`src/rtl/p_mul_seq_pkg.sv`:
```
// p_mul_seq_pkg: shared FSM type and pack-width helpers for the iterative packed multiplier.
package p_mul_seq_pkg;

    typedef enum logic [1:0] {
        StIdle,
        StRun,
        StDone
    } state_e;

    // Widest pw vector any legal XLEN needs (XLEN=64 -> 6 bits); callers zero-extend.
    localparam int unsigned PW_MAX_W = 8;

    // One-hot pw bit indices; lane width is XLEN >> index.
    localparam int unsigned PW_IDX_XLEN    = 0;
    localparam int unsigned PW_IDX_HALF    = 1;
    localparam int unsigned PW_IDX_QUARTER = 2;

    // Lane width selected by a one-hot pw, or 0 when pw is zero / not one-hot.
    function automatic int unsigned pw_lane_width(input logic [PW_MAX_W-1:0] pw,
                                                  input int unsigned          xlen);
        int unsigned w;
        int unsigned ones;
        w    = 0;
        ones = 0;
        for (int unsigned i = PW_IDX_XLEN; i < PW_MAX_W; i++) begin
            if (pw[i]) begin
                ones++;
                w = xlen >> i;
            end
        end
        return (ones == 1) ? w : 0;
    endfunction

    // RUN cycles needed for one operation; an illegal pw still takes a single RUN cycle.
    function automatic int unsigned pw_iter_count(input logic [PW_MAX_W-1:0] pw,
                                                  input int unsigned          xlen,
                                                  input int unsigned          bpc);
        int unsigned n;
        n = pw_lane_width(pw, xlen) / bpc;
        return (n == 0) ? 1 : n;
    endfunction

endpackage

```
`src/rtl/p_mul_seq_lane_mask.sv`:
```
// p_mul_seq_lane_mask: lane boundary masks over the 2*XLEN lane-contiguous working layout,
// where lane i of width w occupies bits [2w*i +: 2w].
module p_mul_seq_lane_mask
    import p_mul_seq_pkg::*;
#(
    parameter int unsigned XLEN = 32,
    parameter int unsigned BPC  = 1,
    parameter int unsigned PW_W = $clog2(XLEN)
) (
    input  logic [PW_W-1:0]   pw,
    output logic [2*XLEN-1:0] lane_msb,
    output logic [2*XLEN-1:0] lane_top,
    output logic [2*XLEN-1:0] lane_bot
);

    logic [PW_W-1:0][2*XLEN-1:0] msb_p;
    logic [PW_W-1:0][2*XLEN-1:0] top_p;
    logic [PW_W-1:0][2*XLEN-1:0] bot_p;

    for (genvar p = 0; p < PW_W; p++) begin : g_pw
        localparam int unsigned LW2 = 2 * (XLEN >> p);
        for (genvar k = 0; k < 2 * XLEN; k++) begin : g_bit
            assign msb_p[p][k] = ((k % LW2) == LW2 - 1);
            assign top_p[p][k] = ((k % LW2) >= LW2 - BPC);
            assign bot_p[p][k] = ((k % LW2) < BPC);
        end
    end

    // pw is one-hot or zero here, so an OR of the enabled rows selects one mask set.
    always_comb begin
        lane_msb = '0;
        lane_top = '0;
        lane_bot = '0;
        for (int p = 0; p < PW_W; p++) begin
            if (pw[p]) begin
                lane_msb |= msb_p[p];
                lane_top |= top_p[p];
                lane_bot |= bot_p[p];
            end
        end
    end

endmodule

```
`src/rtl/p_mul_seq.sv`:
```
// p_mul_seq: iterative packed-SIMD integer / carry-less multiplier, BPC multiplier bits per
// lane per cycle. Optional build macro P_MUL_SEQ_EARLY_EXIT_EN finishes RUN as soon as every
// lane's remaining multiplier bits are zero.
module p_mul_seq
    import p_mul_seq_pkg::*;
#(
    parameter int unsigned XLEN = 32,
    parameter int unsigned BPC  = 1,
    parameter int unsigned PW_W = $clog2(XLEN)
) (
    input  logic            clock,
    input  logic            reset,
    input  logic            valid,
    output logic            ready,
    input  logic            mul_l,
    input  logic            mul_h,
    input  logic            clmul,
    input  logic [PW_W-1:0] pw,
    input  logic [XLEN-1:0] crs1,
    input  logic [XLEN-1:0] crs2,
    output logic [XLEN-1:0] result
);

    localparam int unsigned CNT_W = $clog2(XLEN) + 1;

    state_e                 state_q;
    logic [CNT_W-1:0]       cnt_q;
    logic [CNT_W-1:0]       last_q;
    logic [PW_W-1:0]        pw_q;
    logic                   clmul_q;
    logic                   mul_l_q;
    logic                   mul_h_q;
    logic [2*XLEN-1:0]      mcand_q;
    logic [2*XLEN-1:0]      mplier_q;
    logic [2*XLEN-1:0]      acc_q;

    logic [PW_W-1:0]        pw_sel;
    logic [CNT_W-1:0]       last_d;
    logic [2*XLEN-1:0]      load_a;
    logic [2*XLEN-1:0]      load_b;
    logic [2*XLEN-1:0]      acc_d;
    logic [2*XLEN-1:0]      mcand_d;
    logic [2*XLEN-1:0]      mplier_d;
    logic [2*XLEN-1:0]      pp;
    logic [XLEN-1:0]        acc_lo;
    logic [XLEN-1:0]        acc_hi;
    logic                   run_last;

    logic [2*XLEN-1:0]      lane_msb;
    logic [2*XLEN-1:0]      lane_top;
    logic [2*XLEN-1:0]      lane_bot;

    logic [PW_W-1:0][2*XLEN-1:0]          spread_a;
    logic [PW_W-1:0][2*XLEN-1:0]          spread_b;
    logic [PW_W-1:0][XLEN-1:0]            unpack_lo;
    logic [PW_W-1:0][XLEN-1:0]            unpack_hi;
    logic [BPC-1:0][PW_W-1:0][2*XLEN-1:0] bcast;
    logic [BPC-1:0][2*XLEN-1:0]           bsel;

    // An illegal pw loads as zero: operands, masks and result then all stay zero.
    assign pw_sel = (pw_lane_width(PW_MAX_W'(pw), XLEN) != 0) ? pw : '0;
    assign last_d = CNT_W'(pw_iter_count(PW_MAX_W'(pw), XLEN, BPC) - 1);

    p_mul_seq_lane_mask #(
        .XLEN (XLEN),
        .BPC  (BPC),
        .PW_W (PW_W)
    ) u_lane_mask (
        .pw       (pw_q),
        .lane_msb (lane_msb),
        .lane_top (lane_top),
        .lane_bot (lane_bot)
    );

    // Per pack width: packed <-> lane-contiguous layout, and per-lane multiplier bit broadcast.
    for (genvar p = 0; p < PW_W; p++) begin : g_pw
        localparam int unsigned LW = XLEN >> p;
        localparam int unsigned NL = XLEN / LW;
        for (genvar l = 0; l < NL; l++) begin : g_lane
            assign spread_a[p][2*LW*l +: 2*LW] = {{LW{1'b0}}, crs1[LW*l +: LW]};
            assign spread_b[p][2*LW*l +: 2*LW] = {{LW{1'b0}}, crs2[LW*l +: LW]};
            assign unpack_lo[p][LW*l +: LW]    = acc_q[2*LW*l +: LW];
            assign unpack_hi[p][LW*l +: LW]    = acc_q[2*LW*l + LW +: LW];
            for (genvar j = 0; j < BPC; j++) begin : g_bit
                assign bcast[j][p][2*LW*l +: 2*LW] = {(2*LW){mplier_q[2*LW*l + j]}};
            end
        end
    end

    // Select the layout views for the incoming (pw_sel) and the running (pw_q) pack width.
    always_comb begin
        load_a = '0;
        load_b = '0;
        acc_lo = '0;
        acc_hi = '0;
        bsel   = '0;
        for (int p = 0; p < PW_W; p++) begin
            if (pw_sel[p]) begin
                load_a |= spread_a[p];
                load_b |= spread_b[p];
            end
            if (pw_q[p]) begin
                acc_lo |= unpack_lo[p];
                acc_hi |= unpack_hi[p];
                for (int j = 0; j < BPC; j++) begin
                    bsel[j] |= bcast[j][p];
                end
            end
        end
    end

    // One RUN step: accumulate partial products, then advance multiplicand and multiplier.
    // The multiplicand never reaches a lane's top bit, so the j-shift cannot cross lanes.
    always_comb begin
        acc_d = acc_q;
        pp    = '0;
        for (int j = 0; j < BPC; j++) begin
            pp = (mcand_q << j) & bsel[j];
            if (clmul_q) begin
                acc_d = acc_d ^ pp;
            end else begin
                // Lane MSBs summed separately so no carry escapes a 2w-bit lane.
                acc_d = ((acc_d & ~lane_msb) + (pp & ~lane_msb)) ^ ((acc_d ^ pp) & lane_msb);
            end
        end
        mcand_d  = (mcand_q << BPC) & ~lane_bot;
        mplier_d = (mplier_q >> BPC) & ~lane_top;
`ifdef P_MUL_SEQ_EARLY_EXIT_EN
        run_last = (cnt_q == last_q) || (mplier_d == '0);
`else
        run_last = (cnt_q == last_q);
`endif
    end

    // Control FSM with registered ready/result.
    always_ff @(posedge clock or posedge reset) begin
        if (reset) begin
            state_q  <= StIdle;
            cnt_q    <= '0;
            last_q   <= '0;
            pw_q     <= '0;
            clmul_q  <= 1'b0;
            mul_l_q  <= 1'b0;
            mul_h_q  <= 1'b0;
            mcand_q  <= '0;
            mplier_q <= '0;
            acc_q    <= '0;
            ready    <= 1'b0;
            result   <= '0;
        end else begin
            case (state_q)
                StIdle: begin
                    ready <= 1'b0;
                    // The requester still holds valid during the ready cycle; skip it.
                    if (valid && !ready) begin
                        state_q  <= StRun;
                        cnt_q    <= '0;
                        last_q   <= last_d;
                        pw_q     <= pw_sel;
                        clmul_q  <= clmul;
                        mul_l_q  <= mul_l;
                        mul_h_q  <= mul_h;
                        mcand_q  <= load_a;
                        mplier_q <= load_b;
                        acc_q    <= '0;
                    end
                end
                StRun: begin
                    if (!valid) begin
                        state_q <= StIdle;
                    end else begin
                        acc_q    <= acc_d;
                        mcand_q  <= mcand_d;
                        mplier_q <= mplier_d;
                        cnt_q    <= cnt_q + CNT_W'(1);
                        if (run_last) begin
                            state_q <= StDone;
                        end
                    end
                end
                StDone: begin
                    state_q <= StIdle;
                    if (valid) begin
                        ready  <= 1'b1;
                        result <= mul_l_q ? acc_lo : (mul_h_q ? acc_hi : '0);
                    end
                end
                default: state_q <= StIdle;
            endcase
        end
    end

endmodule
```
`config.mk`:
```
export PLATFORM = sky130hd
export DESIGN_NAME = p_mul_seq
export DESIGN_NICKNAME = d
export VERILOG_FILES = /design/src/rtl/p_mul_seq_pkg.sv /design/src/rtl/p_mul_seq_lane_mask.sv /design/src/rtl/p_mul_seq.sv
export SDC_FILE = /design/constraint.sdc
export NUM_CORES = 1
export LEC_CHECK = 0
export CAP_MARGIN = 20
export CORE_MARGIN = 10
export CORE_UTILIZATION = 30
export DETAILED_ROUTE_END_ITERATION = 7
export GPL_TIMING_DRIVEN = 0
export PLACE_DENSITY = 0.57
export RECOVER_POWER = 50
export SLEW_MARGIN = 20
export SYNTH_ARGS = -nofsm -noshare
export SYNTH_HDL_FRONTEND = slang
export SYNTH_SLANG_ARGS = --single-unit
```
`constraint.sdc`:
```
create_clock -name clock -period 20.3 [get_ports clock]
set_input_delay 2.03 -clock clock [delete_from_list [all_inputs] [get_ports clock]]
set_output_delay 2.03 -clock clock [all_outputs]
set_load 0.02 [all_outputs]
```
==> results of run 1 <==
worst register-to-register path, delay by kind of cell, from the launching register on:
kind,cells,cell delay (ps)
compound gates,7,1730
xor+xnor,1,160
fa+ha+maj,1,360
buf+inv,4,2280
flops,1,320
simple gates,4,930
report_power, final:
group / leakage, uW / total, uW / internal (uW) / switching (uW)
logic: 0.00438 / 1580 / 453 / 1130
clock network: 0.000558 / 624 / 379 / 245
registers: 0.00323 / 889 / 665 / 224
total: 0.00817 / 3090 / 1500 / 1600
per-layer routing:
layer / vias up / GRT usage
met2: 1120 / 0.357
met3: 214 / 0.0478
met4: 2 / 0.102
met5: - / 0
met1: 8989 / 0.315
li1: 8124 / -
through the flow:
step	setup slack (ps)	util
finish	10800	0.359
global route	9550	0.359
CTS	14070	0.361
detailed placement	13450	0.341
global placement	7670	0.339
floorplan	11540	-
cell families after synthesis:
family / after synthesis / share of synthesized area
adders and majority gates: 70 / 0.0515
DFF: 245 / 0.358
xor gates and xnor gates: 90 / 0.0472
and+or+nand+nor: 792 / 0.206
AOI/OAI and AO/OA: 737 / 0.283
buffers and inverters: 189 / 0.0434
muxes: 17 / 0.0109
placed cells by master (no fill, tap or decap), types with 15 or more instances in the layout:
cell type / n
nor2b_1: 21
nor2_1: 183
nand3_1: 63
xor2_1: 29
nor3_1: 15
a221oi_1: 26
a22o_1: 16
clkbuf_1: 130
a221o_1: 32
a21o_1: 24
xnor2_1: 59
clkdlybuf4s50_1: 103
dfrtp_1: 245
o21ai_0: 205
and3_1: 15
inv_1: 23
ha_1: 69
a222oi_1: 46
buf_1: 20
o22ai_1: 15
nand4_1: 24
a211oi_1: 22
clkbuf_16: 31
and2_1: 60
a22oi_1: 20
a21oi_1: 182
nand2_1: 356
a32oi_1: 17
a31oi_1: 48
registers in the layout (all words and copies together), names as in the netlist:
name      flops
acc_q        64
clmul_q       1
cnt_q         6
last_q        6
mcand_q      64
mplier_q     62
mul_h_q       1
mul_l_q       1
pw_q          5
ready         1
result       32
state_q       2
final cells by class:
class | instances | area share
plain buffers | 165 | 0.0323
clock buffers | 36 | 0.0406
clock inverters | 21 | 0.0148
inverters | 24 | 0.00450
multi-input cells | 1706 | 0.506
flip-flops and latches | 245 | 0.302
well taps | 756 | 0.0466
repair buffers | 109 | 0.0527
path summary, 6_finish.rpt:
kind / cells past startpoint / slack [ps] / endpoint
worst max-delay path: 4 / 10800 / acc_q[13]
worst min-delay path: 2 / 480 / mcand_q[63]
worst max register to register: 17 / 14370 / acc_q[62]
worst min register to register: 2 / 480 / mcand_q[63]
max in group clock: 16 / 13980 / mcand_q[8]
min in group asynchronous: 2 / 2360 / cnt_q[5]
==> flow_summary_export.csv, run 1 <==
group,metric,value,unit
drt,drt_iter0_drc,2864,
global_route,track_usage,0.234,
final_layout,seq_area,0.00613,mm^2
global_route,grt_max_degree,76,
sta,max_freq,105,MHz
final_layout,drive_gt1_frac,0.0542,
final_layout,finalNonFillerCells,3062,
power,power_density,152,mW/mm^2
outcome,status,"finished, violations left",
sta,worstMarginPinSlew,4280,ps
clock_tree,cts_sinks,245,
drt,m1WireLength,34200,um
synth,synth-seq-area-share,0.358,
die,boundaryPins,108,
synth,ys.flop_type,"dfrtp_1",
synth,synth_area_leaders,"dfrtp_1 (36%), nand2_1 (7.8%), o21ai_0 (6.0%)",
global_route,grt_pass1_wl,120000,um
sta,min_period_over_period,0.468,
placed_design,io_buffers,105,
min_path,min_from,"mcand_q[63]",
sta,hold_slack,477,ps
critical_path,critPathRequiredTime,20180,ps
synth,synth_edf_count,0,
drt,wl_met2,34800,um
drt,routed-wl-met3,8020,um
clock_tree,cts_made_buffers,31,
power,power.total,3090,uW
drt,num_vias,18400,
critical_path,critPathSlowestCell,"clkbuf_1",
drt,wire_per_inst,26.5,um
final_layout,multi_input_area,0.0103,mm^2
synth,ys_types,77,
final_layout,syn2layout_area_growth,18.4,%
clock_tree,worstSkewPairLatency,620,ps
synth,syn-num-nets,2285,
die,num_rows,87,
outcome,failed_checks,"design-rule violations, max-capacitance violations, max-slew violations",
synth,avgSynthCellArea,8.01,um^2
clock_tree,clock_path_buffers,3,
critical_path,arrival,9390,ps
synth,synth_top_area_cell,"dfrtp_1",
die,die_w,259,um
synth,synth_async_sr_flop_share,1.00,
critical_path,end_kind,"asynchronous set/reset pin",
sta,finalSetupViolCount,0,
min_path,worstHoldPathType,"reg -> reg",
sta,fin_crit,9500,ps
clock_tree,ctsResizeCount,0,
synth,synth_area,0.0171,mm^2
sta,hold_viol,0,
drt,drt.antenna.violating_nets,0,
synth,yosys_warnings,0,
clock_tree,cts_tree,"yes",
critical_path,crit_family,"buffers and inverters",
drt,drc,5,
sta,rsz0062_at_grt,"false",
clock_tree,post_cts_buffers,0,
critical_path,start_kind,"input port",
synth,yosysTopAreaCellShare,0.358,
die,start_util,0.303,
clock_tree,clkTransAtPathRegs,70,ps
sta,timing.slew.headroom,-1.86,
final_layout,fillers,5888,
critical_path,r2r_start,"pw_q[4]",
die,die_y,259,um
synth,synth_common_cells,"nand2_1 (356), dfrtp_1 (245), o21ai_0 (205), nor2_1 (183), a21oi_1 (182)",
synth,synth_seq_cells,245,
critical_path,cpMostUsedCell,"clkbuf_1",
drt,via_per_inst,6.03,
clock_tree,h-tree-depth,1,
final_layout,finalInstanceArea,0.0203,mm^2
global_route,gr-total-overflow,0,
clock_tree,clock-root-buffer,"clkbuf_16",
global_route,antenna_found_initial,1,
critical_path,startpoint,"reset",
critical_path,cp_num_buf_inv,4,
power,p_leak,0.00817,uW
sta,maxSlewViolCount,252,
clock_tree,cts_hold_repair.buffers,0,
placed_design,placed_area,0.0192,mm^2
critical_path,critPathKind,"in -> async",
drt,drt-pass1-iter-count,8,
placed_design,gp_congestion,0.999,
critical_path,critPathMaxFanout,71,
flow_run,drv_cap,4,
final_layout,antenna_cells,0,
global_route,grt_pass1_vias,17900,
synth,synth.most_common_cell,"nand2_1",
die,die_area,0.0671,mm^2
placed_design,dpl.hpwl,62700,um
synth,synthCells,2140,
sta,skew,19.5,ps
drt,routed.top_layer,"met5",
sta,fin_tns_setup,0,ps
drt,drt-total-wl,81200,um
critical_path,slowest_delay,2860,ps
power,vdd_drop_max,0.0804,mV
critical_path,cp_cell_sequence,"dlygate4sd3_1, clkinvlp_2, clkbuf_1, clkbuf_1",
final_layout,fin_nets,2427,
die,core-area,0.0565,mm^2
placed_design,placed_cells,3005,
Note: power is estimated with default switching activity, not from simulation.
==> run 2: changes to the inputs <==
- PLACE_DENSITY: 0.57 -> 0.59
- clock period: 20.3 -> 8.6 ns (I/O delays scaled with it)
==> flow_summary_export.csv, run 2 (synthesized netlist as in run 1, its figures left out) <==
group,metric,value,unit
clock_tree,ctsResizeCount,0,
clock_tree,clock_path_buffers,3,
sta,fin_ws,2390,ps
global_route,gr-total-overflow,0,
clock_tree,worstSkewPairLatency,620,ps
final_layout,mostFrequentLayoutCell,"nand2_1",
drt,routed-wl-met3,8230,um
min_path,worstHoldPathType,"reg -> reg",
drt,wire_per_inst,26.5,um
drt,num_vias,18500,
global_route,grt_pass1_wl,120000,um
placed_design,dpl.hpwl,62400,um
sta,maxSlewViolCount,89,
die,die_y,259,um
sta,fin_crit,6210,ps
sta,skew,28.7,ps
die,die_area,0.0671,mm^2
critical_path,cp_cell_sequence,"clkbuf_1, buf_1, buf_1, buf_1, nor2_1, ha_1, o21ai_1, o21ai_1, a221oi_4, o21ai_1, a31oi_1, o41ai_1, inv_1, a21oi_1, a21oi_1, xor2_1, o21ai_0",
placed_design,gp_congestion,1.01,
sta,timing.slew.headroom,-1.94,
drt,routed.top_layer,"met4",
power,power_density,358,mW/mm^2
clock_tree,post_cts_buffers,0,
clock_tree,cts_hold_repair.buffers,0,
die,die_w,259,um
drt,via_per_inst,6.04,
final_layout,drive_gt1_frac,0.0543,
clock_tree,cts_sinks,245,
placed_design,place_ws,2620,ps
sta,finalSetupViolCount,0,
final_layout,reg_top3,"acc_q x64, mcand_q x64, mplier_q x62",
final_layout,fillers,5848,
clock_tree,cts_made_buffers,30,
final_layout,final_cell_mix,"nand2_1 (356), dfrtp_1 (245), o21ai_0 (205)",
drt,drt-pass1-iter-count,7,
clock_tree,clock-root-buffer,"clkbuf_16",
sta,rsz0062_at_grt,"false",
placed_design,io_buffers,105,
die,num_rows,87,
flow_run,drv_cap,1,
global_route,grt_pass1_vias,17900,
critical_path,critPathMaxFanout,10,
critical_path,slowest_delay,1010,ps
global_route,grt_max_degree,90,
drt,drt_iter0_drc,2519,
sta,hold_viol,0,
critical_path,critPathSlowestCell,"o41ai_1",
power,vdd_drop_max,0.182,mV
outcome,status,"finished, violations left",
die,core-area,0.0565,mm^2
drt,drt-total-wl,81000,um
drt,wl_met2,34800,um
drt,m1WireLength,34100,um
sta,worstMarginPinSlew,4380,ps
die,boundaryPins,108,
sta,min_period_over_period,0.722,
critical_path,arrival,6740,ps
critical_path,crit_family,"buffers and inverters",
outcome,failed_checks,"max-capacitance violations, max-slew violations",
critical_path,critPathRequiredTime,9120,ps
critical_path,end_kind,"flop",
final_layout,antenna_cells,0,
power,p_leak,0.00822,uW
sta,max_freq,161,MHz
clock_tree,cts_tree,"yes",
final_layout,fin_nets,2425,
critical_path,cp_num_buf_inv,5,
final_layout,syn2layout_area_growth,18.6,%
drt,drc,0,
sta,fin_tns_setup,0,ps
clock_tree,clkTransAtPathRegs,70,ps
critical_path,critPathKind,"reg -> reg",
global_route,antenna_found_initial,1,
global_route,track_usage,0.234,
critical_path,start_kind,"flop",
drt,drt.antenna.violating_nets,0,
die,start_util,0.303,
clock_tree,h-tree-depth,1,
run 2: cell type report:
class	count	area, um^2	share of cell area
plain buffers	165	656	0.0323
clock buffers	38	841	0.0414
clock inverters	18	275	0.0135
inverters	24	91.3	0.00449
multi-input cells	1706	10300	0.505
flip-flops and latches	245	6130	0.302
well taps	756	946	0.0465
repair buffers	108	1110	0.0548
run 2: power by group:
group | internal [uW] | switching [uW] | total [uW]
Clock | 872 | 586 | 1460
Sequential | 1570 | 525 | 2100
Combinational | 1070 | 2660 | 3730
Total | 3510 | 3770 | 7280
run 2: per-stage QoR:
| step | std cells | hold WS (ps) | util | total power (uW) | instance area, um^2 |
|---|---|---|---|---|---|
| after detailed placement | 3004 | 460 | 0.340 | 5680 | 19200 |
| after global routing | 3060 | 496 | 0.360 | 7620 | 20300 |
| after floorplan | 2140 | 432 | - | 4120 | 17100 |
| final | 3060 | 470 | 0.360 | 7280 | 20300 |
| after CTS | 3060 | 474 | 0.360 | 7140 | 20300 |
| after global placement | 3001 | 457 | 0.339 | 5630 | 19100 |
run 2: routing by layer:
metal | vias to the layer above | GRT usage
li1 | 8107 | -
met4 | 0 | 0.0997
met5 | - | 0
met2 | 1160 | 0.358
met1 | 8982 | 0.315
met3 | 238 | 0.0485
run 2: final timing paths:
path	start	endpoint	slack, ps	cells after the start
min in group asynchronous	reset	mplier_q[44]	2000	2
max in group asynchronous	reset	result[1]	4600	4
hold reg to reg	mcand_q[63]	mcand_q[63]	470	2
setup reg to reg	pw_q[4]	acc_q[37]	2390	17
setup / recovery	pw_q[4]	acc_q[37]	2390	17
hold / removal	mcand_q[63]	mcand_q[63]	470	2
run 2: worst min-delay path, cell delays in order, from the launching register on:
cell	delay, ps
dfrtp_1	340
nand2_1	50
nand2_1	50
